`src/rtl/a2d_arbiter_if.sv`:
```
// Bundle of the requester-side and A2D_intf-side signals around the A2D arbiter.
// slave is the arbiter's view; master is the view of the requesters plus A2D_intf.
interface a2d_arbiter_if;
    logic        en;
    logic [2:0]  req;
    logic [8:0]  req_chnnl;
    logic [2:0]  gnt;
    logic [2:0]  done;
    logic [2:0]  err;
    logic [11:0] rd_data;
    logic        busy;
    logic        strt_cnv;
    logic [2:0]  chnnl;
    logic        cnv_cmplt;
    logic [11:0] A2D_res;

    modport slave (
        input  en, req, req_chnnl, cnv_cmplt, A2D_res,
        output gnt, done, err, rd_data, busy, strt_cnv, chnnl
    );

    modport master (
        output en, req, req_chnnl, cnv_cmplt, A2D_res,
        input  gnt, done, err, rd_data, busy, strt_cnv, chnnl
    );
endinterface

```
`src/rtl/a2d_arbiter.sv`:
```
// Round-robin arbiter sharing one A2D converter among three requesters, with a
// watchdog that aborts conversions that never report completion.
module a2d_arbiter #(
    parameter int TIMEOUT_CYC = 4096
) (
    input  logic          clk,
    input  logic          rst_n,
    a2d_arbiter_if.slave  bus
);
    localparam logic [1:0] IDLE  = 2'd0;
    localparam logic [1:0] START = 2'd1;
    localparam logic [1:0] WAIT  = 2'd2;
    localparam logic [1:0] RESP  = 2'd3;

    localparam logic [12:0] TMO_LAST = 13'(TIMEOUT_CYC - 1);

    logic [1:0]  state_reg;
    logic [1:0]  ptr_reg;
    logic [1:0]  win_reg;
    logic [12:0] tmo_cnt_reg;
    logic [2:0]  gnt_reg;
    logic [2:0]  done_reg;
    logic [2:0]  err_reg;
    logic [11:0] rd_data_reg;
    logic        strt_reg;
    logic [2:0]  chnnl_reg;

    logic [1:0]  cand [3];
    logic [2:0]  req_ch [3];
    logic [1:0]  pick;
    logic        pick_vld;

    // cand[k] is the requester examined k-th, starting from the pointer
    generate
        for (genvar gi = 0; gi < 3; gi++) begin : g_cand
            logic [2:0] sum;
            assign sum        = {1'b0, ptr_reg} + 3'(gi);
            assign cand[gi]   = (sum >= 3'd3) ? 2'(sum - 3'd3) : sum[1:0];
            assign req_ch[gi] = bus.req_chnnl[3*gi+2 : 3*gi];
        end
    endgenerate

    // Scan from the far end so the earliest candidate in search order wins
    always_comb begin
        pick     = cand[0];
        pick_vld = 1'b0;
        for (int k = 2; k >= 0; k--) begin
            if (bus.req[cand[k]]) begin
                pick     = cand[k];
                pick_vld = 1'b1;
            end
        end
    end

    always_ff @(posedge clk or negedge rst_n) begin
        if (!rst_n) begin
            state_reg   <= IDLE;
            ptr_reg     <= 2'd0;
            win_reg     <= 2'd0;
            tmo_cnt_reg <= 13'd0;
            gnt_reg     <= 3'd0;
            done_reg    <= 3'd0;
            err_reg     <= 3'd0;
            rd_data_reg <= 12'd0;
            strt_reg    <= 1'b0;
            chnnl_reg   <= 3'd0;
        end else begin
            strt_reg <= 1'b0;
            done_reg <= 3'd0;
            err_reg  <= 3'd0;
            case (state_reg)
                IDLE: begin
                    if (bus.en && pick_vld) begin
                        state_reg <= START;
                        win_reg   <= pick;
                        gnt_reg   <= 3'b001 << pick;
                        chnnl_reg <= req_ch[pick];
                        strt_reg  <= 1'b1;
                    end
                end
                START: begin
                    // cnv_cmplt may still be high from the previous conversion
                    tmo_cnt_reg <= 13'd0;
                    state_reg   <= WAIT;
                end
                WAIT: begin
                    if (bus.cnv_cmplt) begin
                        rd_data_reg <= bus.A2D_res;
                        done_reg    <= gnt_reg;
                        state_reg   <= RESP;
                    end else if (tmo_cnt_reg == TMO_LAST) begin
                        err_reg   <= gnt_reg;
                        state_reg <= RESP;
                    end else begin
                        tmo_cnt_reg <= tmo_cnt_reg + 13'd1;
                    end
                end
                default: begin
                    state_reg <= IDLE;
                    gnt_reg   <= 3'd0;
                    ptr_reg   <= (win_reg == 2'd2) ? 2'd0 : win_reg + 2'd1;
                end
            endcase
        end
    end

    assign bus.gnt      = gnt_reg;
    assign bus.done     = done_reg;
    assign bus.err      = err_reg;
    assign bus.rd_data  = rd_data_reg;
    assign bus.busy     = (state_reg != IDLE);
    assign bus.strt_cnv = strt_reg;
    assign bus.chnnl    = chnnl_reg;
endmodule

```
`src/flat_wrapper.sv`:
```
// flat-port wrapper written by rule: the top's interface ports become plain ports
module a2d_arbiter_flat 
#(
    parameter int TIMEOUT_CYC = 4096
)
  (clk, rst_n, bus_en, bus_req, bus_req_chnnl, bus_cnv_cmplt, bus_A2D_res, bus_gnt, bus_done, bus_err, bus_rd_data, bus_busy, bus_strt_cnv, bus_chnnl);
  a2d_arbiter_if bus_i ();
  input  logic clk;
  input  logic rst_n;
  input wire logic [$bits(bus_i.en)-1:0] bus_en;
  input wire logic [$bits(bus_i.req)-1:0] bus_req;
  input wire logic [$bits(bus_i.req_chnnl)-1:0] bus_req_chnnl;
  input wire logic [$bits(bus_i.cnv_cmplt)-1:0] bus_cnv_cmplt;
  input wire logic [$bits(bus_i.A2D_res)-1:0] bus_A2D_res;
  output wire logic [$bits(bus_i.gnt)-1:0] bus_gnt;
  output wire logic [$bits(bus_i.done)-1:0] bus_done;
  output wire logic [$bits(bus_i.err)-1:0] bus_err;
  output wire logic [$bits(bus_i.rd_data)-1:0] bus_rd_data;
  output wire logic [$bits(bus_i.busy)-1:0] bus_busy;
  output wire logic [$bits(bus_i.strt_cnv)-1:0] bus_strt_cnv;
  output wire logic [$bits(bus_i.chnnl)-1:0] bus_chnnl;
  assign bus_i.en = bus_en;
  assign bus_i.req = bus_req;
  assign bus_i.req_chnnl = bus_req_chnnl;
  assign bus_i.cnv_cmplt = bus_cnv_cmplt;
  assign bus_i.A2D_res = bus_A2D_res;
  assign bus_gnt = bus_i.gnt;
  assign bus_done = bus_i.done;
  assign bus_err = bus_i.err;
  assign bus_rd_data = bus_i.rd_data;
  assign bus_busy = bus_i.busy;
  assign bus_strt_cnv = bus_i.strt_cnv;
  assign bus_chnnl = bus_i.chnnl;
  a2d_arbiter #(.TIMEOUT_CYC(TIMEOUT_CYC)) u_core (.clk(clk), .rst_n(rst_n), .bus(bus_i));
endmodule
```
`config.mk`:
```
export PLATFORM = sky130hd
export DESIGN_NAME = a2d_arbiter_flat
export DESIGN_NICKNAME = d
export VERILOG_FILES = /design/src/rtl/a2d_arbiter_if.sv /design/src/rtl/a2d_arbiter.sv /design/src/flat_wrapper.sv
export SDC_FILE = /design/constraint.sdc
export NUM_CORES = 1
export LEC_CHECK = 0
export BUFFER_PORTS_ARGS = -buffer_cell sky130_fd_sc_hd__buf_2
export CORE_ASPECT_RATIO = 2
export CORE_MARGIN = 5
export CORE_UTILIZATION = 35
export CTS_BUF_LIST = sky130_fd_sc_hd__clkbuf_4 sky130_fd_sc_hd__clkbuf_8
export DETAILED_ROUTE_END_ITERATION = 10
export PLACE_DENSITY = 0.54
export SLEW_MARGIN = 20
export SYNTH_ARGS = -nofsm -noshare
export SYNTH_HDL_FRONTEND = slang
export SYNTH_SLANG_ARGS = --single-unit
```
`constraint.sdc`:
```
create_clock -name clk -period 5.4 [get_ports clk]
set_clock_uncertainty 0.15 [all_clocks]
set_input_delay 1.08 -clock clk [delete_from_list [all_inputs] [get_ports clk]]
set_output_delay 1.08 -clock clk [all_outputs]
set_load 0.02 [all_outputs]
```
==> reports/metrics.cfg <==
[drt]
drt-total-wl_um = 4900
firstDrtPassIters = 4
vias_per_cell = 4.88
drc = 0
wl_per_cell_um = 13.9
via_count = 1721
drt_iter0_markers = 70
final_antenna_net_count = 0

[place]
hpwl_um = 3830
port-buffer-count = 53
gp_congestion = 0.798

[power_and_ir_drop]
p_sw_frac = 0.404
intPower_w = 0.000866
ir_drop_v = 0.000242
leakagePower_nw = 1.33
power_frac_comb = 0.475
clockPowerShare = 0.183
netSwitchingPower_w = 0.000586
seq_power_share = 0.342
power_density_nw_per_um2 = 530

[worst_hold_path]
min_path_cells = 1
hp-class = reg -> reg

[worst_setup_path]
critical-path-top-delay-family = adder cells
cp_num_buf_inv = 3
reg2regPathDepth = 8
crit_type = reg -> out
cpPeakStageDelay_ns = 0.44
crit_chain = inv_1, ha_1, inv_1, buf_2
required_ns = 4.17
cp.arrival_ns = 1.51
critPathMaxFanout = 11
critPathLaunchType = flip-flop
crit_cells = 4
worst_setup_path_end_kind = output pin
crit_slowest_cell = ha_1
cp_common_cell = inv_1

[sta]
timing.hold.ws_ns = 0.321
fmax_mhz = 365
rsz0062_at_grt = no
worstMarginPinSlew_ns = 0.558
min_period_ns = 2.74
slew_headroom = 0.628
setup_tns_ns = 0
finalMaxSlewViolations = 0
fin_crit_sh = 0.508
hold_violations = 0
setup_viol_count_final = 0

[logic_synthesis]
ys_types = 46
yosysMostFrequentCell = dfrtp_1
ys_ff_latch = 44
synth_top_cell_area_share = 0.489
synth_commonest_cells = 44 x dfrtp_1, 20 x nand2_1, 13 x mux2_2
ys_warn_count = 0
synth_edf_count = 0
syn_area_um2 = 2250
postSynth.asyncResetShare = 1.00
synth.largest_area_cell = dfrtp_1
syn_nets = 245
ys_seq_area_frac = 0.489
avgSynthCellArea_um2 = 10.8
synthCells = 208
yosys-top-cells-area = dfrtp_1 49%, mux2_2 6.5%, ha_1 5.0%, mux2i_1 4.4%, nand2_1 3.3%
synthFlopType = dfrtp_1

[cts]
cts_tree = done
cts_buffer_depth = 2
htree_levels = 2
cts.root.buffer_cell = clkbuf_8
cts_resized = 0
clock_latency_ns = 0.31
numCtsBuffers = 5
post-cts-setup-buffers = 0
clkSinkCount = 44
cts_hold_buf = 0
path_clk_slew_ns = 0.08

[grt]
use_met3 = 0.0309
grt_pass1_vias = 1695
grt_pass1_wl_um = 8000
grt_max_degree = 45
use_met1 = 0.135
track_usage = 0.129
antenna_found_initial = 0
met2_usage = 0.234
gr-total-overflow = 0
grt.busiest_layer = met2

[die]
dieArea_um2 = 8230
pin_count = 54
fp.dieW_um = 66.7
initial_utilization = 0.357
coreArea_um2 = 6310
num_rows = 41
die_h_um = 123

[job]
drv_cap = 0

[layout]
diodes = 0
drive_gt1_frac = 0.300
fin_nets = 303
syn_to_final_growth_pct = 21.9
largest_register_ff_count = 13

[run_status]
status = finished clean

## kinds of logic (layout without fill, tap and decap cells)
| logic type | count (synthesis) | count (layout) | synth area share |
|---|---|---|---|
| buffers and inverters | 14 | 73 | 0.0239 |
| AO/OA/AOI/OAI | 34 | 34 | 0.109 |
| multiplexers | 25 | 25 | 0.120 |
| AND/OR/NAND/NOR | 77 | 77 | 0.189 |
| XOR/XNOR | 5 | 5 | 0.0195 |
| adder cells (fa/ha/maj) | 9 | 9 | 0.0501 |
| flip-flops | 44 | 44 | 0.489 |
## power by group through the flow
stage | Sequential [W] | Clock [W] | Combinational (W)
final | 0.000496 | 0.000266 | 0.000690
after global routing | 0.000511 | 0.000289 | 0.000766
after CTS | 0.000499 | 0.000278 | 0.000705
after detailed placement | 0.000506 | 0 | 0.000702
after global placement | 0.000502 | 0 | 0.000704
after floorplan | 0.000580 | 0 | 0.000418
## cells in the final DEF, fill, tap and decap left out, types with 3 or more instances in the layout
master | netlist | layout
buf_2 | 1 | 52
dfrtp_1 | 44 | 44
nand2_1 | 20 | 20
mux2_2 | 13 | 13
inv_1 | 11 | 11
nand3_1 | 11 | 11
mux2i_1 | 10 | 10
nor2_1 | 9 | 9
ha_1 | 9 | 9
a21oi_1 | 7 | 7
o21ai_0 | 6 | 6
clkbuf_8 | 0 | 6
nor2b_1 | 5 | 5
and3_1 | 5 | 5
nor3_1 | 4 | 4
xnor2_1 | 4 | 4
and2_1 | 3 | 3
nand3b_1 | 3 | 3
a31oi_1 | 3 | 3
nor3b_1 | 3 | 3
a211oi_1 | 3 | 3
## worst register-to-register path: stages, from the launching register on
cell,delay (ns)
dfrtp_1,0.41
inv_1,0.10
ha_1,0.31
mux2i_1,0.37
o2bb2ai_4,0.12
a211o_2,0.38
nand2_2,0.14
a21oi_2,0.08
mux2_1,0.32
## path summary, 6_finish.rpt
path | from | endpoint | slack (ns)
setup / recovery | u_core.state_reg[0] | bus_busy | 2.66
hold / removal | u_core.tmo_cnt_reg[5] | u_core.tmo_cnt_reg[5] | 0.32
setup reg to reg | u_core.ptr_reg[1] | u_core.state_reg[1] | 2.91
hold reg to reg | u_core.tmo_cnt_reg[5] | u_core.tmo_cnt_reg[5] | 0.32
max in group asynchronous | rst_n | u_core.bus.rd_data[10] | 4.10
min in group asynchronous | rst_n | u_core.tmo_cnt_reg[7] | 0.61
## routing by layer
layer  part of all wire  routed length [µm]
met5                  0                   0
met4              0.023                 113
met3              0.041                 203
met2               0.57                2780
met1               0.37                1800
## final cells by class
cell class                 count  area (µm²)
multi-input combinational    150        1090
clock inverter                 2        38.8
fill                         620        3570
inverter                      11        41.3
tap                           86         108
clock buffer                   6        82.6
sequential                    44        1100
timing repair buffer          54         275
## through the flow
stage	utilization	worst slack [ns]	cells	cell area [µm²]	total power, W
floorplan	-	2.80	208	2250	0.000998
global placement	0.415	2.59	345	2620	0.00121
detailed placement	0.415	2.57	345	2620	0.00121
CTS	0.434	2.63	353	2740	0.00148
global route	0.434	2.49	353	2740	0.00157
finish	0.434	2.66	353	2740	0.00145
No activity file was read; power rests on OpenSTA's default activity.
